==> src/rtl/pc_flow_ctrl_pkg.sv <==
// Shared encodings for the pipeline flow controller: PC-select codes and FSM states.
package pc_flow_ctrl_pkg;

    localparam logic [1:0] PC_SEL_SEQ  = 2'b00;
    localparam logic [1:0] PC_SEL_JALR = 2'b01;
    localparam logic [1:0] PC_SEL_BR   = 2'b10;
    localparam logic [1:0] PC_SEL_TRAP = 2'b11;

    typedef enum logic [1:0] {
        FC_RUN   = 2'b00,
        FC_DRAIN = 2'b01,
        FC_HALT  = 2'b10
    } fc_state_e;

endpackage

==> src/rtl/pc_flow_ctrl_load_use_detect.sv <==
// Load-use hazard detector: an EX load writes a register that ID is about to read.
module load_use_detect (
    input  logic       ex_memread,
    input  logic [4:0] ex_rd,
    input  logic [4:0] id_rs1,
    input  logic [4:0] id_rs2,
    output logic       load_use
);

    // x0 is hard-wired to zero, so a load into it never creates a dependency.
    assign load_use = ex_memread && (ex_rd != 5'd0) &&
                      ((ex_rd == id_rs1) || (ex_rd == id_rs2));

endmodule

==> src/rtl/pc_flow_ctrl.sv <==
// Pipeline flow controller: PC/IF/ID sequencing, memory-port arbitration,
// load-use stalls, trap drain-and-halt, and stall/flush performance counters.
module pc_flow_ctrl
    import pc_flow_ctrl_pkg::*;
#(
    parameter int DRAIN_CYCLES = 2,
    parameter int CNT_W        = 32
) (
    input  logic             clk,
    input  logic             rst,
    input  logic [1:0]       pc_selection,
    input  logic             ex_valid,
    input  logic             ex_memread,
    input  logic [4:0]       ex_rd,
    input  logic [4:0]       id_rs1,
    input  logic [4:0]       id_rs2,
    input  logic             mem_busy,
    input  logic             resume,
    output logic [1:0]       pc_src,
    output logic             pc_write,
    output logic             ifid_write,
    output logic             ifid_flush,
    output logic             idex_flush,
    output logic             halted,
    output logic [CNT_W-1:0] stall_cnt,
    output logic [CNT_W-1:0] flush_cnt,
    output logic [1:0]       state
);

    localparam logic [3:0]       DRAIN_LOAD = 4'(DRAIN_CYCLES - 1);
    localparam logic [CNT_W-1:0] CNT_ONE    = {{(CNT_W-1){1'b0}}, 1'b1};

    fc_state_e  state_q, state_d;
    logic [3:0] drain_q;
    logic       load_use;
    logic       redirect;
    logic       stall_evt;

    load_use_detect u_load_use_detect (
        .ex_memread (ex_memread),
        .ex_rd      (ex_rd),
        .id_rs1     (id_rs1),
        .id_rs2     (id_rs2),
        .load_use   (load_use)
    );

    assign state = state_q;

    always_comb begin
        state_d    = state_q;
        pc_src     = PC_SEL_SEQ;
        pc_write   = 1'b1;
        ifid_write = 1'b1;
        ifid_flush = 1'b0;
        idex_flush = 1'b0;
        halted     = 1'b0;
        redirect   = 1'b0;
        stall_evt  = 1'b0;
        case (state_q)
            FC_RUN: begin
                // Redirect wins: everything younger than EX is wrong-path.
                if (ex_valid && (pc_selection != PC_SEL_SEQ)) begin
                    redirect   = 1'b1;
                    pc_src     = pc_selection;
                    ifid_flush = 1'b1;
                    idex_flush = 1'b1;
                    if (pc_selection == PC_SEL_TRAP) begin
                        state_d = FC_DRAIN;
                    end
                end else if (load_use) begin
                    pc_write   = 1'b0;
                    ifid_write = 1'b0;
                    idex_flush = 1'b1;
                    stall_evt  = 1'b1;
                end else if (mem_busy) begin
                    // Fetch loses the port; ID still advances and IF/ID gets a bubble.
                    pc_write   = 1'b0;
                    ifid_flush = 1'b1;
                    stall_evt  = 1'b1;
                end
            end
            FC_DRAIN: begin
                pc_write   = 1'b0;
                ifid_flush = 1'b1;
                idex_flush = 1'b1;
                if (drain_q == 4'd0) begin
                    state_d = FC_HALT;
                end
            end
            FC_HALT: begin
                halted     = 1'b1;
                pc_write   = 1'b0;
                ifid_flush = 1'b1;
                idex_flush = 1'b1;
                if (resume) begin
                    state_d = FC_RUN;
                end
            end
            default: begin
                state_d = FC_RUN;
            end
        endcase
    end

    always_ff @(posedge clk) begin
        if (rst) begin
            state_q   <= FC_RUN;
            drain_q   <= 4'd0;
            stall_cnt <= '0;
            flush_cnt <= '0;
        end else begin
            state_q <= state_d;
            if ((state_q == FC_RUN) && (state_d == FC_DRAIN)) begin
                drain_q <= DRAIN_LOAD;
            end else if ((state_q == FC_DRAIN) && (drain_q != 4'd0)) begin
                drain_q <= drain_q - 4'd1;
            end
            if (stall_evt) begin
                stall_cnt <= stall_cnt + CNT_ONE;
            end
            if (redirect) begin
                flush_cnt <= flush_cnt + CNT_ONE;
            end
        end
    end

endmodule

==> config.mk <==
export PLATFORM = sky130hd
export DESIGN_NAME = pc_flow_ctrl
export DESIGN_NICKNAME = d
export VERILOG_FILES = /design/src/rtl/pc_flow_ctrl_pkg.sv /design/src/rtl/pc_flow_ctrl_load_use_detect.sv /design/src/rtl/pc_flow_ctrl.sv
export SDC_FILE = /design/constraint.sdc
export NUM_CORES = 1
export LEC_CHECK = 0
export BUFFER_PORTS_ARGS = -buffer_cell sky130_fd_sc_hd__buf_2
export CAP_MARGIN = 30
export CORE_ASPECT_RATIO = 2
export CORE_UTILIZATION = 53
export DETAILED_ROUTE_END_ITERATION = 10
export PLACE_DENSITY = 0.78
export RECOVER_POWER = 25
export SLEW_MARGIN = 20
export SYNTH_ARGS = -nofsm -noshare
export SYNTH_HDL_FRONTEND = slang
export SYNTH_HIERARCHICAL = 1
export SYNTH_SLANG_ARGS = --single-unit
==> constraint.sdc <==
create_clock -name clk -period 3.5 [get_ports clk]
set_input_delay 0.7 -clock clk [delete_from_list [all_inputs] [get_ports clk]]
set_output_delay 0.7 -clock clk [all_outputs]
set_load 0.01 [all_outputs]
==> results_dict.tcl <==
set metrics [dict create \
    yosys.area.top_type "dfxtp_1" \
    gp_congestion 0.827 \
    avgViaCountPerCell 5.88 \
    ant_nets 0 \
    ctsHoldBuffers 0 \
    grt_pass1_wl_um 14000 \
    clkSinkCount 70 \
    yosysWarnings 6 \
    final_cell_mix "70 x dfxtp_1, 60 x buf_2, 38 x a21oi_1, 35 x nor2_1, 35 x clkbuf_1" \
    synth_edf_count 0 \
    combPwrFrac_pct 7.3 \
    clock_skew_ns 0.00462 \
    htreeDepth 3 \
    synth_area_leaders "dfxtp_1 38%, a21oi_1 5.1%, mux2_2 4.8%" \
    outcome "finished, final reports clean" \
    fp.dieW_um 61.2 \
    first_iter_violations 208 \
    antenna_cells 0 \
    vias 3686 \
    die_h_um 120 \
    grt_overflow 0 \
    timing.final.crit_share_pct 85.9 \
    cp_max_fo 5 \
    p_sw_mw 0.436 \
    clk_pin_slew_worst_paths_ns 0.06 \
    post_cts_resized 0 \
    arrival_ns 2.31 \
    async_flop_share_pct 0 \
    ys_types 38 \
    totalWireLength_um 8740 \
    cell_internal_pwr_mw 1.53 \
    dp_hpwl_um 6320 \
    grt_max_degree 51 \
    first_pass_iters 4 \
    setup_viol 0 \
    maxCapViolCount 0 \
    wl_per_cell_um 13.9 \
    final_core_util_pct 67.9 \
    max_freq_mhz 333 \
    clk_path_buf_depth 2 \
    final_cells 627 \
    rr_startpoint "state[0]$_SDFF_PP0_" \
    min_from "stall_cnt[31]$_SDFFE_PP0P_" \
    synth_fp_nets 477 \
    drv_slew 0 \
    synth_top_area_share_pct 37.7 \
    p_leak_nw 1.64 \
    root_buffer "clkbuf_16" \
    cts_tree "built" \
    fillCellCount 612 \
    mostFrequentLayoutCell "dfxtp_1" \
    powerDensity_nw_per_um2 433 \
    clk_latency_ns 0.33 \
    crit_type "primary input to primary output" \
    start_kind "primary input" \
    final_nets 564 \
    p_seq_share_pct 41.6 \
    cts_buffers 9 \
    ios 96 \
    antenna_found_initial 0 \
    portBuffers 95 \
    endpoint_kind "primary output" \
    swShare_pct 22.2 \
    num_rows 42 \
    start_util_pct 55.7 \
    final-hold-violation-count 0 \
    avgSynthCellArea_sq_um 8.31 \
    slew_headroom_pct 42.8 \
    worst_ep_required_time_ns 2.80 \
    pwr-share-clk_pct 51.1 \
    drive_gt1_share_pct 18.9 \
    ir_drop_uv 308 \
    rsz0062_at_grt "no" \
    post_cts_buffers 0 \
    die_area_sq_um 7370 \
    critical_path.startpoint "ex_rd[0]" \
    netlist_area_sq_um 3720 \
    synthCells 447 \
    final.min_clock_period_ns 3.01 \
    area_growth_pct 21.9 \
    core_area_sq_um 6670 \
    tns_ns 0 \
    hp-class "register to register" \
    dp_cells 611 \
    drc_errors 0 \
    worst_pin_slew_ns 0.857 \
    grt_pass1_vias 3254 \
    ys.flop_type "dfxtp_1" \
    seq_area_frac_synth_pct 37.7 \
    groute.usage.overall_pct 24.6 \
    synth-seq-cells 70 \
]
[stage by stage]
stage	hold slack, ns	total power [mW]	instance area, sq um	setup slack [ns]
floorplan	0.467	0.922	3720	0.592
global placement	0.469	0.973	4240	0.377
detailed placement	0.478	0.977	4240	0.345
CTS	0.487	1.98	4570	0.505
global route	0.501	2.03	4530	0.328
finish	0.491	1.96	4530	0.493
[final timing paths]
check	to	slack (ns)	depth (start not counted)
max	pc_write	0.49	10
max reg2reg	flush_cnt[31]$_SDFFE_PP0P_	0.92	6
min	stall_cnt[31]$_SDFFE_PP0P_	0.49	2
min reg2reg	stall_cnt[31]$_SDFFE_PP0P_	0.49	2
[sequential cells by signal, indices dropped and copies added, names as in the netlist]
signal and flops:
stall_cnt 32, state 2, flush_cnt 32, drain_q 4
[kinds of logic after synthesis]
| group | Yosys count | share of synthesized area [%] |
|---|---|---|
| fa+ha+maj | 7 | 2.36 |
| xor+xnor | 27 | 6.36 |
| mux | 16 | 4.85 |
| buf+inv | 38 | 4.18 |
| simple gates | 203 | 30.3 |
| flops | 70 | 37.7 |
| compound gates | 86 | 14.2 |
[critical path, cell delays in order]
cell and delay (ns):
buf_2 0.12, xor2_1 0.15, nor3_1 0.19, nand3_1 0.09, a21oi_1 0.32, o21ai_1 0.14
buf_4 0.17, nor2_1 0.20, a21oi_1 0.07, buf_2 0.15
[final cells by class]
class / instances / area (sq um) / area share, %
Multi-Input combinational cell: 339 / 2160 / 47.7
Sequential cell: 70 / 1400 / 30.9
Timing Repair Buffer: 101 / 477 / 10.5
Clock buffer: 11 / 253 / 5.58
Tap cell: 88 / 110 / 2.43
Clock inverter: 5 / 81.3 / 1.80
Inverter: 13 / 48.8 / 1.08
[cells in the mapped netlist, types with 16 or more instances]
cell type and number:
nor2b_1 17, nand3_1 25, or4_1 23, nor2_1 35, mux2_2 16, nor4_1 20, nand4_1 16, nand2_1 27
clkbuf_1 18, dfxtp_1 70, o31ai_1 19, a21oi_1 38
[layer usage]
metal | track usage, % | wire length, um
met4 | 9.94 | 140
met2 | 44.5 | 4820
met3 | 5.88 | 272
met5 | 0 | 0
met1 | 25.5 | 3500
[power groups by stage]
stage          clock network (mW)  logic [mW]  registers, mW
6_report                     1.00       0.144          0.816
2_1_floorplan                   0      0.0873          0.835
3_3_place_gp                    0       0.140          0.833
5_1_grt                      1.06       0.161          0.817
3_5_place_dp                    0       0.144          0.833
4_1_cts                      1.02       0.145          0.816
(Power assumes the default switching activity.)
